## src/rtl/issue_hazard_ctrl_if.sv

```systemverilog
// Decode-to-issue handshake: instruction fields and valid from the field
// splitter, the branch flush, and the ready that gates the IF/ID register.
interface issue_hazard_ctrl_if;
    logic       id_valid;
    logic       id_ready;
    logic [6:0] id_opcode;
    logic [4:0] id_rd;
    logic [4:0] id_rs1;
    logic [4:0] id_rs2;
    logic       flush;

    modport master (
        output id_valid, id_opcode, id_rd, id_rs1, id_rs2, flush,
        input  id_ready
    );

    modport slave (
        input  id_valid, id_opcode, id_rd, id_rs1, id_rs2, flush,
        output id_ready
    );
endinterface

```

## src/rtl/issue_hazard_ctrl.sv

```systemverilog
// Decode-stage issue controller for a 5-stage RV32I pipeline: EX/MEM/WB tag tracking,
// load-use / WB stalls, registered forwarding selects, flush. Optional HAZARD_PERF_CNT_EN.
module issue_hazard_ctrl #(
    parameter int RF_BYPASS = 1
`ifdef HAZARD_PERF_CNT_EN
    ,
    parameter int CNT_W     = 32
`endif
) (
    input  logic                clk,
    input  logic                rst_n,
    issue_hazard_ctrl_if.slave  dec,
    output logic                ex_valid,
    output logic                ex_regwrite,
    output logic                ex_memread,
    output logic [4:0]          ex_rd,
    output logic [1:0]          fwd_a,
    output logic [1:0]          fwd_b,
    output logic                ex_illegal,
    output logic                mem_valid,
    output logic                mem_regwrite,
    output logic [4:0]          mem_rd,
    output logic                wb_valid,
    output logic                wb_regwrite,
    output logic [4:0]          wb_rd
`ifdef HAZARD_PERF_CNT_EN
    ,
    output logic [CNT_W-1:0]    stall_cnt,
    output logic [CNT_W-1:0]    flush_cnt
`endif
);

    typedef struct packed {
        logic uses_rs1;
        logic uses_rs2;
        logic regwrite;
        logic memread;
        logic illegal;
    } iclass_t;

    typedef struct packed {
        logic       regwrite;
        logic       memread;
        logic       illegal;
        logic [4:0] rd;
        logic [1:0] fwd_a;
        logic [1:0] fwd_b;
    } ex_tag_t;

    function automatic iclass_t classify(input logic [6:0] opc);
        case (opc)
            7'b0000011: return 5'b10110;  // LOAD
            7'b0100011: return 5'b11000;  // STORE
            7'b0110011: return 5'b11100;  // OP
            7'b0010011: return 5'b10100;  // OP-IMM
            7'b1100011: return 5'b11000;  // BRANCH
            7'b1100111: return 5'b10100;  // JALR
            7'b1101111,
            7'b0110111,
            7'b0010111: return 5'b00100;  // JAL, LUI, AUIPC
            default:    return 5'b00001;
        endcase
    endfunction

    // x0 is hard-wired, so it never creates a dependency.
    function automatic logic src_hit(input logic used, input logic [4:0] rs, input logic [4:0] rd);
        return used && (rs != 5'd0) && (rs == rd);
    endfunction

    function automatic logic [1:0] fwd_sel(input logic used, input logic [4:0] rs,
                                           input logic ex_en, input logic [4:0] ex_rd_q,
                                           input logic mem_en, input logic [4:0] mem_rd_q);
        if (ex_en && src_hit(used, rs, ex_rd_q))
            return 2'b01;
        else if (mem_en && src_hit(used, rs, mem_rd_q))
            return 2'b10;
        else
            return 2'b00;
    endfunction

`ifdef HAZARD_PERF_CNT_EN
    function automatic logic [CNT_W-1:0] sat_inc(input logic [CNT_W-1:0] cnt, input logic en);
        if (en && (cnt != {CNT_W{1'b1}}))
            return cnt + 1'b1;
        else
            return cnt;
    endfunction
`endif

    iclass_t    cls;
    logic       id_regwrite;
    logic       load_use;
    logic       wb_stall;
    logic       ready;
    logic       accept;
    logic       ex_fwd_en;
    logic       mem_fwd_en;
    ex_tag_t    tag_n;

    logic       vld_p0;
    ex_tag_t    tag_p0;
    logic       vld_p1;
    logic       rw_p1;
    logic [4:0] rd_p1;
    logic       vld_p2;
    logic       rw_p2;
    logic [4:0] rd_p2;

    always_comb begin
        cls         = classify(dec.id_opcode);
        id_regwrite = cls.regwrite & (dec.id_rd != 5'd0);
        load_use    = vld_p0 & tag_p0.memread &
                      (src_hit(cls.uses_rs1, dec.id_rs1, tag_p0.rd) |
                       src_hit(cls.uses_rs2, dec.id_rs2, tag_p0.rd));
        // Without a write-first regfile, a producer now in MEM is still unwritten when decode reads next cycle.
        wb_stall    = (RF_BYPASS == 0) & vld_p1 & rw_p1 &
                      (src_hit(cls.uses_rs1, dec.id_rs1, rd_p1) |
                       src_hit(cls.uses_rs2, dec.id_rs2, rd_p1));
        ready       = dec.flush | ~(load_use | wb_stall);
        accept      = dec.id_valid & ready & ~dec.flush;
        ex_fwd_en   = vld_p0 & tag_p0.regwrite;
        mem_fwd_en  = vld_p1 & rw_p1;

        tag_n = '0;
        if (accept) begin
            tag_n.regwrite = id_regwrite;
            tag_n.memread  = cls.memread;
            tag_n.illegal  = cls.illegal;
            tag_n.rd       = dec.id_rd;
            tag_n.fwd_a    = fwd_sel(cls.uses_rs1, dec.id_rs1, ex_fwd_en, tag_p0.rd, mem_fwd_en, rd_p1);
            tag_n.fwd_b    = fwd_sel(cls.uses_rs2, dec.id_rs2, ex_fwd_en, tag_p0.rd, mem_fwd_en, rd_p1);
        end
    end

    assign dec.id_ready = ready;

    // p0 = EX, p1 = MEM, p2 = WB; a rejected or flushed decode slot enters EX as a bubble.
    always_ff @(posedge clk or negedge rst_n) begin
        if (!rst_n) begin
            vld_p0 <= 1'b0;
            tag_p0 <= '0;
            vld_p1 <= 1'b0;
            rw_p1  <= 1'b0;
            rd_p1  <= 5'd0;
            vld_p2 <= 1'b0;
            rw_p2  <= 1'b0;
            rd_p2  <= 5'd0;
        end else begin
            vld_p2 <= vld_p1;
            rw_p2  <= rw_p1;
            rd_p2  <= rd_p1;
            vld_p1 <= vld_p0;
            rw_p1  <= tag_p0.regwrite;
            rd_p1  <= tag_p0.rd;
            vld_p0 <= accept;
            tag_p0 <= tag_n;
        end
    end

`ifdef HAZARD_PERF_CNT_EN
    always_ff @(posedge clk or negedge rst_n) begin
        if (!rst_n) begin
            stall_cnt <= '0;
            flush_cnt <= '0;
        end else begin
            stall_cnt <= sat_inc(stall_cnt, dec.id_valid & ~ready);
            flush_cnt <= sat_inc(flush_cnt, dec.id_valid & dec.flush);
        end
    end
`endif

    assign ex_valid     = vld_p0;
    assign ex_regwrite  = tag_p0.regwrite;
    assign ex_memread   = tag_p0.memread;
    assign ex_rd        = tag_p0.rd;
    assign fwd_a        = tag_p0.fwd_a;
    assign fwd_b        = tag_p0.fwd_b;
    assign ex_illegal   = tag_p0.illegal;
    assign mem_valid    = vld_p1;
    assign mem_regwrite = rw_p1;
    assign mem_rd       = rd_p1;
    assign wb_valid     = vld_p2;
    assign wb_regwrite  = rw_p2;
    assign wb_rd        = rd_p2;

endmodule

```

## src/flat_wrapper.sv

```systemverilog
// flat-port wrapper written by rule: the top's interface ports become plain ports
module issue_hazard_ctrl_flat 
#(
    parameter int RF_BYPASS = 1

)
  (clk, rst_n, ex_valid, ex_regwrite, ex_memread, ex_rd, fwd_a, fwd_b, ex_illegal, mem_valid, mem_regwrite, mem_rd, wb_valid, wb_regwrite, wb_rd, dec_id_valid, dec_id_opcode, dec_id_rd, dec_id_rs1, dec_id_rs2, dec_flush, dec_id_ready);
  issue_hazard_ctrl_if dec_i ();
  input  logic clk;
  input  logic rst_n;
  output logic ex_valid;
  output logic ex_regwrite;
  output logic ex_memread;
  output logic [4:0] ex_rd;
  output logic [1:0] fwd_a;
  output logic [1:0] fwd_b;
  output logic ex_illegal;
  output logic mem_valid;
  output logic mem_regwrite;
  output logic [4:0] mem_rd;
  output logic wb_valid;
  output logic wb_regwrite;
  output logic [4:0] wb_rd;
  input wire logic [$bits(dec_i.id_valid)-1:0] dec_id_valid;
  input wire logic [$bits(dec_i.id_opcode)-1:0] dec_id_opcode;
  input wire logic [$bits(dec_i.id_rd)-1:0] dec_id_rd;
  input wire logic [$bits(dec_i.id_rs1)-1:0] dec_id_rs1;
  input wire logic [$bits(dec_i.id_rs2)-1:0] dec_id_rs2;
  input wire logic [$bits(dec_i.flush)-1:0] dec_flush;
  output wire logic [$bits(dec_i.id_ready)-1:0] dec_id_ready;
  assign dec_i.id_valid = dec_id_valid;
  assign dec_i.id_opcode = dec_id_opcode;
  assign dec_i.id_rd = dec_id_rd;
  assign dec_i.id_rs1 = dec_id_rs1;
  assign dec_i.id_rs2 = dec_id_rs2;
  assign dec_i.flush = dec_flush;
  assign dec_id_ready = dec_i.id_ready;
  issue_hazard_ctrl #(.RF_BYPASS(RF_BYPASS)) u_core (.clk(clk), .rst_n(rst_n), .dec(dec_i), .ex_valid(ex_valid), .ex_regwrite(ex_regwrite), .ex_memread(ex_memread), .ex_rd(ex_rd), .fwd_a(fwd_a), .fwd_b(fwd_b), .ex_illegal(ex_illegal), .mem_valid(mem_valid), .mem_regwrite(mem_regwrite), .mem_rd(mem_rd), .wb_valid(wb_valid), .wb_regwrite(wb_regwrite), .wb_rd(wb_rd));
endmodule
```

## config.mk

```make
export PLATFORM = sky130hd
export DESIGN_NAME = issue_hazard_ctrl_flat
export DESIGN_NICKNAME = d
export VERILOG_FILES = /design/src/rtl/issue_hazard_ctrl_if.sv /design/src/rtl/issue_hazard_ctrl.sv /design/src/flat_wrapper.sv
export SDC_FILE = /design/constraint.sdc
export NUM_CORES = 1
export LEC_CHECK = 0
export ABC_AREA = 1
export CAP_MARGIN = 20
export CELL_PAD_IN_SITES_DETAIL_PLACEMENT = 1
export CELL_PAD_IN_SITES_GLOBAL_PLACEMENT = 2
export CORE_MARGIN = 2
export CORE_UTILIZATION = 26
export DETAILED_ROUTE_END_ITERATION = 10
export MAX_ROUTING_LAYER = met4
export PLACE_DENSITY_LB_ADDON = 0.12
export SLEW_MARGIN = 20
export SYNTH_ARGS = -nofsm -noshare
export SYNTH_HDL_FRONTEND = slang
export SYNTH_SLANG_ARGS = --single-unit
export TNS_END_PERCENT = 30
```

## constraint.sdc

```tcl
create_clock -name clk -period 2.1 [get_ports clk]
set_input_delay 0.315 -clock clk [delete_from_list [all_inputs] [get_ports clk]]
set_output_delay 0.315 -clock clk [all_outputs]
set_load 0.02 [all_outputs]
```

Yosys cells after proc, flatten, opt, wreduce, memory -nomap -nowiden
Cells that the tools add are included.

ROM bits: 0. Bits in writable memories: 0. Bits in registers: 27. Output and inout port bits: 28. Bits of input ports: 26. Memories: 0. Bits in latches: 0.

Multipliers: 0. Equality and inequality tests: 13. Shift-type cells: 0. Divide/modulo/power cells: 0. Magnitude comparators: 0. Bitwise operators: 11. Muxes and demuxes: 6. Reduce and logical (&&, ||, !) cells: 16. Add/subtract/negate cells: 0.

Operators by type and width (number): case mux 5 bit (5 select lines) (1); equality test 7 x 6 -> 1 bit (second input constant) (3); equality test 7 bit (second input constant) (3); equality test 5 bit (4); nonzero test 5 bit (3); equality test 7 x 5 -> 1 bit (second input constant) (2); 2-to-1 mux 12 bit (1); logical AND 1 bit (10); 2-to-1 mux 2 bit (4); AND 1 bit (7); equality test 7 x 2 -> 1 bit (second input constant) (1); OR reduction 2 bit (2); OR reduction 3 bit (1); inverter 1 bit (2); OR 1 bit (2).

Longest topological paths before layout
Gate-level depths: netlist of the first run.

Depth after elaboration: 12. Mapped depth: 11. Gate-level depth less buffers: 10.

Worst setup path before layout of the first run
No wires, ideal clock.

Path type: reg-to-reg. Start point: register u_core.tag_p0, in the netlist u_core.ex_rd[0]. End point: register u_core.tag_p0, in the netlist u_core.fwd_a[0]. Slack: 0.666 ns. Buffers on the path: 1. Setup time: 0.118 ns. Stages on the path, launching flop included: 10. Data arrival time: 1.316 ns. Required time: 1.982 ns. Path through: dfrtp_1 -> xnor2_1 -> nand2_1 -> nor2_1 -> nand3_2 -> nand2_2 -> nand2_4 -> nand2_4 -> buf_12 -> nor2_2.

RTL lines: from (decl) (RTL line issue_hazard_ctrl.sv:101) `ex_tag_t tag_p0;`; from (signal assigned) (RTL line issue_hazard_ctrl.sv:156) `tag_p0 <= tag_n;`.

Worst setup path after layout of the first run
Start point: input port dec_id_opcode[3]. End point: output port dec_id_ready.

Word-level cells in the longest chain between the ends: 9.

Ends and longest elaborated chain: from (decl) (RTL line flat_wrapper.sv:25) `input wire logic [$bits(dec_i.id_opcode)-1:0] dec_id_opcode;`; equality test 7 bit (tied with other cells) (RTL line issue_hazard_ctrl.sv:51) `case (opc)`; OR reduction 3 bit or OR reduction 2 bit (tied branches); case mux 5 bit (5 select lines) (*) (RTL line issue_hazard_ctrl.sv:51); logical AND 1 bit; logical AND 1 bit (RTL line issue_hazard_ctrl.sv:67) `return used && (rs != 5'd0) && (rs == rd);`; OR 1 bit (*) (RTL line issue_hazard_ctrl.sv:113) `(src_hit(cls.uses_rs1, dec.id_rs1, tag_p0.rd) |`; AND 1 bit (*) (RTL line issue_hazard_ctrl.sv:112) `load_use = vld_p0 & tag_p0.memread &`; inverter 1 bit (*) (RTL line issue_hazard_ctrl.sv:119) `ready = dec.flush | ~(load_use | wb_stall);`; OR 1 bit (*) (RTL line issue_hazard_ctrl.sv:119); to (decl) (RTL line flat_wrapper.sv:30) `output wire logic [$bits(dec_i.id_ready)-1:0] dec_id_ready;`.

Mark *: on every way between the ends. The rest lies on a longest branch, timed or not.

==> results of run 1 <==
[how the worst max path moves through the flow]
stage	startpoint	endpoint	cells after the start	slack [ps]
global placement	dec_id_rs2[2]	dec_id_ready	9	-270
detailed placement	dec_id_rs2[2]	dec_id_ready	9	-280
finish	dec_id_opcode[3]	dec_id_ready	10	160
CTS	dec_id_opcode[2]	dec_id_ready	10	30
floorplan	u_core.ex_rd[0]	u_core.fwd_a[0]	9	670
global route	dec_id_opcode[3]	dec_id_ready	10	80
[sequential cells by signal, summed over array words and instances, names as in the netlist]
signal / cells
u_core.ex_memread: 1
u_core.mem_rd: 5
u_core.ex_rd: 5
u_core.wb_rd: 5
u_core.ex_illegal: 1
u_core.ex_regwrite: 1
u_core.fwd_a: 2
u_core.fwd_b: 2
u_core.wb_regwrite: 1
u_core.mem_valid: 1
u_core.mem_regwrite: 1
u_core.ex_valid: 1
u_core.wb_valid: 1
[power by group]
group          leakage, nW  switching (mW)  internal, mW
Clock               0.0255           0.156         0.133
Combinational        0.668           0.104         0.113
Sequential           0.365          0.0155         0.535
Total                 1.06           0.276         0.781
[metrics by stage]
stage	instances	hold slack, ps	setup slack, ps
2_1_floorplan	150	19.41	666.1
3_3_place_gp	287	387.9	-270.7
3_5_place_dp	287	393.3	-281.2
4_1_cts	291	415.2	28.38
5_1_grt	292	441.3	81.57
6_report	292	410.9	164.9
[cell families after synthesis]
| kind of cell | after synthesis |
|---|---|
| AOI/OAI and AO/OA | 5 |
| xor gates and xnor gates | 13 |
| and+or+nand+nor | 82 |
| buffers and inverters | 23 |
| DFF | 27 |
[layer usage]
layer | wire (microns) | up-vias
met2 | 1981 | 25
li1 | - | 608
met3 | 116 | 2
met4 | 34 | 0
met5 | 0 | -
met1 | 1474 | 594
[cell type report]
type | instances | area [sq um] | share of cell area
sequential | 27 | 675.6 | 0.3123
timing repair buffer | 69 | 660.6 | 0.3054
multi-input combinational | 100 | 610.6 | 0.2822
tap | 70 | 87.58 | 0.04049
inverter | 22 | 82.58 | 0.03817
clock buffer | 3 | 41.29 | 0.01909
clock inverter | 1 | 5.005 | 0.002313
[placed cells by master, fill, tap and decap left out, types with 4 or more instances in the layout]
cell	netlist	routed
buf_4	0	16
clkdlybuf4s50_1	0	46
nor2_2	11	15
nand4_1	5	5
nor2_1	18	13
dfrtp_1	27	27
inv_1	20	20
xor2_1	4	4
dlymetal6s2s_1	0	6
xnor2_1	9	9
nand2_1	24	23
nand3_1	8	8
nand2_2	4	4
[repair_timing]
action	4_1_cts	5_1_grt
endpoints found under the setup margin	1	1
hold buffers	0	0
pin swaps	1	1
setup buffers	0	1
resized for setup	4	15
==> impl_metrics.json, run 1 <==
{
  "critPathCaptureType": "output port",
  "ant_nets": 0,
  "synthMuxAreaShare": 0,
  "syn_to_final_growth_pct": 59.50,
  "crit_path_top_delay_cell": "clkdlybuf4s50_1",
  "clk_path_buf_depth": 2,
  "grt_pass1_vias": 1284,
  "dr.pass1.iters": 3,
  "gr-usage-met1": 0.1590,
  "reg2regPathDepth": 8,
  "vias": 1229,
  "syn_inst": 150,
  "place_area_sq_um": 2067,
  "critPathMaxStageDelay_ps": 440,
  "grt_pass1_wl_mm": 6.168,
  "synth_top_cell_area_share": 0.4982,
  "initialDrtViolationCount": 23,
  "yosys.area_share.simple": 0.3183,
  "grt_max_degree": 28,
  "path_class": "in2out",
  "fill_cells": 593,
  "synth-async-reset-ratio": 1.000,
  "leakagePower_nw": 1.058,
  "avgSynthCellArea_sq_um": 9.042,
  "htree_levels": 1,
  "crit-reg2reg-launch": "u_core.ex_rd[0]",
  "clk_pin_slew_ps": 90,
  "synth_commonest_cells": "dfrtp_1, nand2_1, inv_1",
  "slew_viol_final": 0,
  "p_total_mw": 1.057,
  "cts_root_buf": "clkbuf_8",
  "crit_arrival_ps": 1620,
  "synth_xor_area_frac": 0.08395,
  "reg2reg_to": "u_core.ex_regwrite",
  "critPathMaxFanout": 3,
  "synth-compound-area-share": 0.02399,
  "cp_top_family": "buffers and inverters",
  "dp_hpwl_mm": 2.988,
  "yosys.cell_count.top_type": "dfrtp_1",
  "insertion_delay_ps": 270,
  "yosys.area.top_type": "dfrtp_1",
  "busiest_layer": "met2",
  "outcome": "completed",
  "tightest_slew_ps": 343.0,
  "core_sq_um": 5075,
  "die_x_microns": 76.23,
  "hp-start": "u_core.mem_regwrite",
  "ys_warn_count": 0,
  "syn_nets": 176,
  "critPathRequiredTime_ps": 1780,
  "start_util": 0.2673,
  "synthTopCellsByArea": "dfrtp_1, nand2_1, xnor2_1, inv_1, nor2_2",
  "finalSetupViolations": 0,
  "antenna_found_initial": 0,
  "nets": 249,
  "rsz0062_at_grt": "false",
  "avgViaCountPerCell": 4.209,
  "antenna_cells": 0,
  "dieArea_sq_um": 5810,
  "cap_violations": 0,
  "path_buf_inv": 3,
  "grtUsageMet3": 0.01777,
  "io_pins": 54,
  "routed_wirelength_mm": 3.606,
  "fin_area_sq_um": 2163,
  "ys_types": 24,
  "r2r_slack_ps": 620,
  "fin_skew_ps": 2.281,
  "die_h_microns": 76.23,
  "synthAdderAreaFrac": 0,
  "synth_edf_count": 0,
  "synth-seq-cells": 27,
  "vdd_ir_drop_max_mv": 0.2084,
  "fmax_mhz": 516.8,
  "cts_tree": "done",
  "grt_use_total": 0.1358,
  "io_buffer_count": 53,
  "slew-limit-headroom": 0.7713,
  "synth_area_sq_um": 1356,
  "finalHoldViolCount": 0,
  "use_met2": 0.2416,
  "grt-ovfl-total": 0,
  "ys_seq_area_frac": 0.4982,
  "power-per-cell-area_nw_per_um2": 488.7,
  "crit_chain": "clkdlybuf4s50_1 > inv_1 > nand2_1 > nor2_4 > nand2_4 > nor2_4 > nand2_1 > nand2_2 > nand2_4 > buf_2",
  "layout-drive-gt1-share": 0.2387,
  "synth_top_flop_cell": "dfrtp_1",
  "post-route-period-util": 0.9215,
  "cts_sinks": 27,
  "period_needed_ps": 1935,
  "hp-class": "reg2reg",
  "fin_setup_tns_ps": 0,
  "hold_path_depth": 0,
  "synth_top_family_by_area": "simple AND/OR/NAND/NOR gates",
  "rows": 26,
  "place_congestion": 0.8031,
  "final_util": 0.4263,
  "post_drt_wl_per_cell_microns": 12.35,
  "drc": 0,
  "hold-path-endpoint": "u_core.wb_regwrite",
  "startpoint_type": "primary input",
  "cts_buffers": 3
}
Note: power is estimated with default switching activity, not from simulation.
==> run 2: changes to the inputs <==
==> constraint.sdc (replaced) <==
create_clock -name clk -period 2.1 [get_ports clk]
set_input_delay 0.21 -clock clk [delete_from_list [all_inputs] [get_ports clk]]
set_output_delay 0.21 -clock clk [all_outputs]
set_load 0.02 [all_outputs]
==> impl_metrics.json, run 2 (synthesized netlist as in run 1, its figures left out) <==
{
  "use_met2": 0.2416,
  "slew_viol_final": 0,
  "fin_setup_tns_ps": 0,
  "critPathMaxStageDelay_ps": 470,
  "dieArea_sq_um": 5810,
  "finalSetupViolations": 0,
  "rsz0062_at_grt": "false",
  "period_needed_ps": 1948,
  "mostFrequentLayoutCells": "clkdlybuf4s50_1, dfrtp_1, nand2_1",
  "core_sq_um": 5075,
  "nets": 246,
  "vdd_ir_drop_max_mv": 0.2261,
  "fin_area_sq_um": 2101,
  "die_h_microns": 76.23,
  "layout-drive-gt1-share": 0.2055,
  "reg2regPathDepth": 8,
  "dr.pass1.iters": 4,
  "htree_levels": 1,
  "avgViaCountPerCell": 4.152,
  "hold-worst-slack_ps": 309.6,
  "tightest_slew_ps": 346.7,
  "slew-limit-headroom": 0.7689,
  "r2r_slack_ps": 590,
  "gr-usage-met1": 0.1637,
  "grt_pass1_vias": 1290,
  "critPathRequiredTime_ps": 1890,
  "io_buffer_count": 53,
  "finalNonFillerCells": 289,
  "power-per-cell-area_nw_per_um2": 498.7,
  "clk_path_buf_depth": 2,
  "drc": 0,
  "place_congestion": 0.7989,
  "path_class": "reg2out",
  "reg2reg_to": "u_core.ex_regwrite",
  "ant_nets": 0,
  "leakagePower_nw": 0.9725,
  "fmax_mhz": 513.4,
  "final_util": 0.4140,
  "multiInputGateArea_sq_um": 580.6,
  "vias": 1200,
  "post_drt_wl_per_cell_microns": 12.32,
  "finalHoldViolCount": 0,
  "dp.cells": 285,
  "place_area_sq_um": 2052,
  "die_x_microns": 76.23,
  "place_ws_ps": -83.52,
  "antenna_found_initial": 0,
  "p_total_mw": 1.048,
  "grt_use_total": 0.1374,
  "crit_chain": "xnor2_1 > nand3_1 > nor2_2 > nand2_1 > nand2_2 > nand2_4 > dlygate4sd2_1",
  "io_pins": 54,
  "hold_buffers": 0,
  "grt_max_degree": 28,
  "grtUsageMet3": 0.01422,
  "rows": 26,
  "syn_to_final_growth_pct": 54.89,
  "outcome": "completed",
  "fin_skew_ps": 2.540,
  "final_common_cell": "clkdlybuf4s50_1",
  "initialDrtViolationCount": 27,
  "seqCellArea_sq_um": 676.9,
  "start_util": 0.2673,
  "crit_arrival_ps": 1740,
  "critPathCaptureType": "output port",
  "antenna_cells": 0,
  "cts_root_buf": "clkbuf_8",
  "routed_wirelength_mm": 3.560,
  "dp_hpwl_mm": 3.017,
  "startpoint_type": "register",
  "crit_path_top_delay_cell": "dfrtp_2",
  "cap_violations": 0,
  "cts_tree": "done",
  "hp-class": "in2async",
  "clk_pin_slew_ps": 90,
  "critPathMaxFanout": 4,
  "fill_cells": 611,
  "insertion_delay_ps": 270,
  "busiest_layer": "met2",
  "worst_slack_ps": 152.4,
  "cts_buffers": 3,
  "post-route-period-util": 0.9274,
  "grt_pass1_wl_mm": 6.279,
  "cts_sinks": 27,
  "crit-reg2reg-launch": "u_core.ex_rd[1]",
  "grt-ovfl-total": 0
}
## run 2: where the power goes
group,switching [mW],total (mW),internal (mW)
Clock,0.155,0.287,0.133
Sequential,0.0154,0.551,0.535
Combinational,0.0999,0.210,0.110
Total,0.270,1.05,0.778
## run 2: area by class of cell
cell class,instances,area share
Inverter,22,0.03931
Clock buffer,3,0.01965
Multi-Input combinational cell,100,0.2764
Timing Repair Buffer,66,0.2984
Clock inverter,1,0.002382
Sequential cell,27,0.3222
Tap cell,70,0.04169
## run 2: worst max-delay path by stage
stage | start | to | cells after the start
2_1_floorplan | u_core.ex_rd[0] | u_core.fwd_a[0] | 9
3_3_place_gp | dec_id_rs2[2] | dec_id_ready | 9
3_5_place_dp | dec_id_rs2[4] | dec_id_ready | 8
4_1_cts | u_core.ex_rd[1] | dec_id_ready | 7
5_1_grt | u_core.ex_rd[1] | dec_id_ready | 7
6_report | u_core.ex_rd[1] | dec_id_ready | 7
## run 2: timing repair
item / in CTS / in global routing
setup endpoints to repair: 1 / 0
buffers inserted: 0 / 0
resized for setup: 3 / 0
## run 2: routing by layer
layer  up-vias  wire, microns
li1        598              -
met1       575           1437
met2        25           1962
met3         2            126
met4         0             34
met5         -              0
## run 2: worst max-delay path, delay by kind of cell (launching register included)
family,cells,cell delay (ps)
buf+inv,1,310
flops,1,470
simple gates,5,470
xor+xnor,1,200
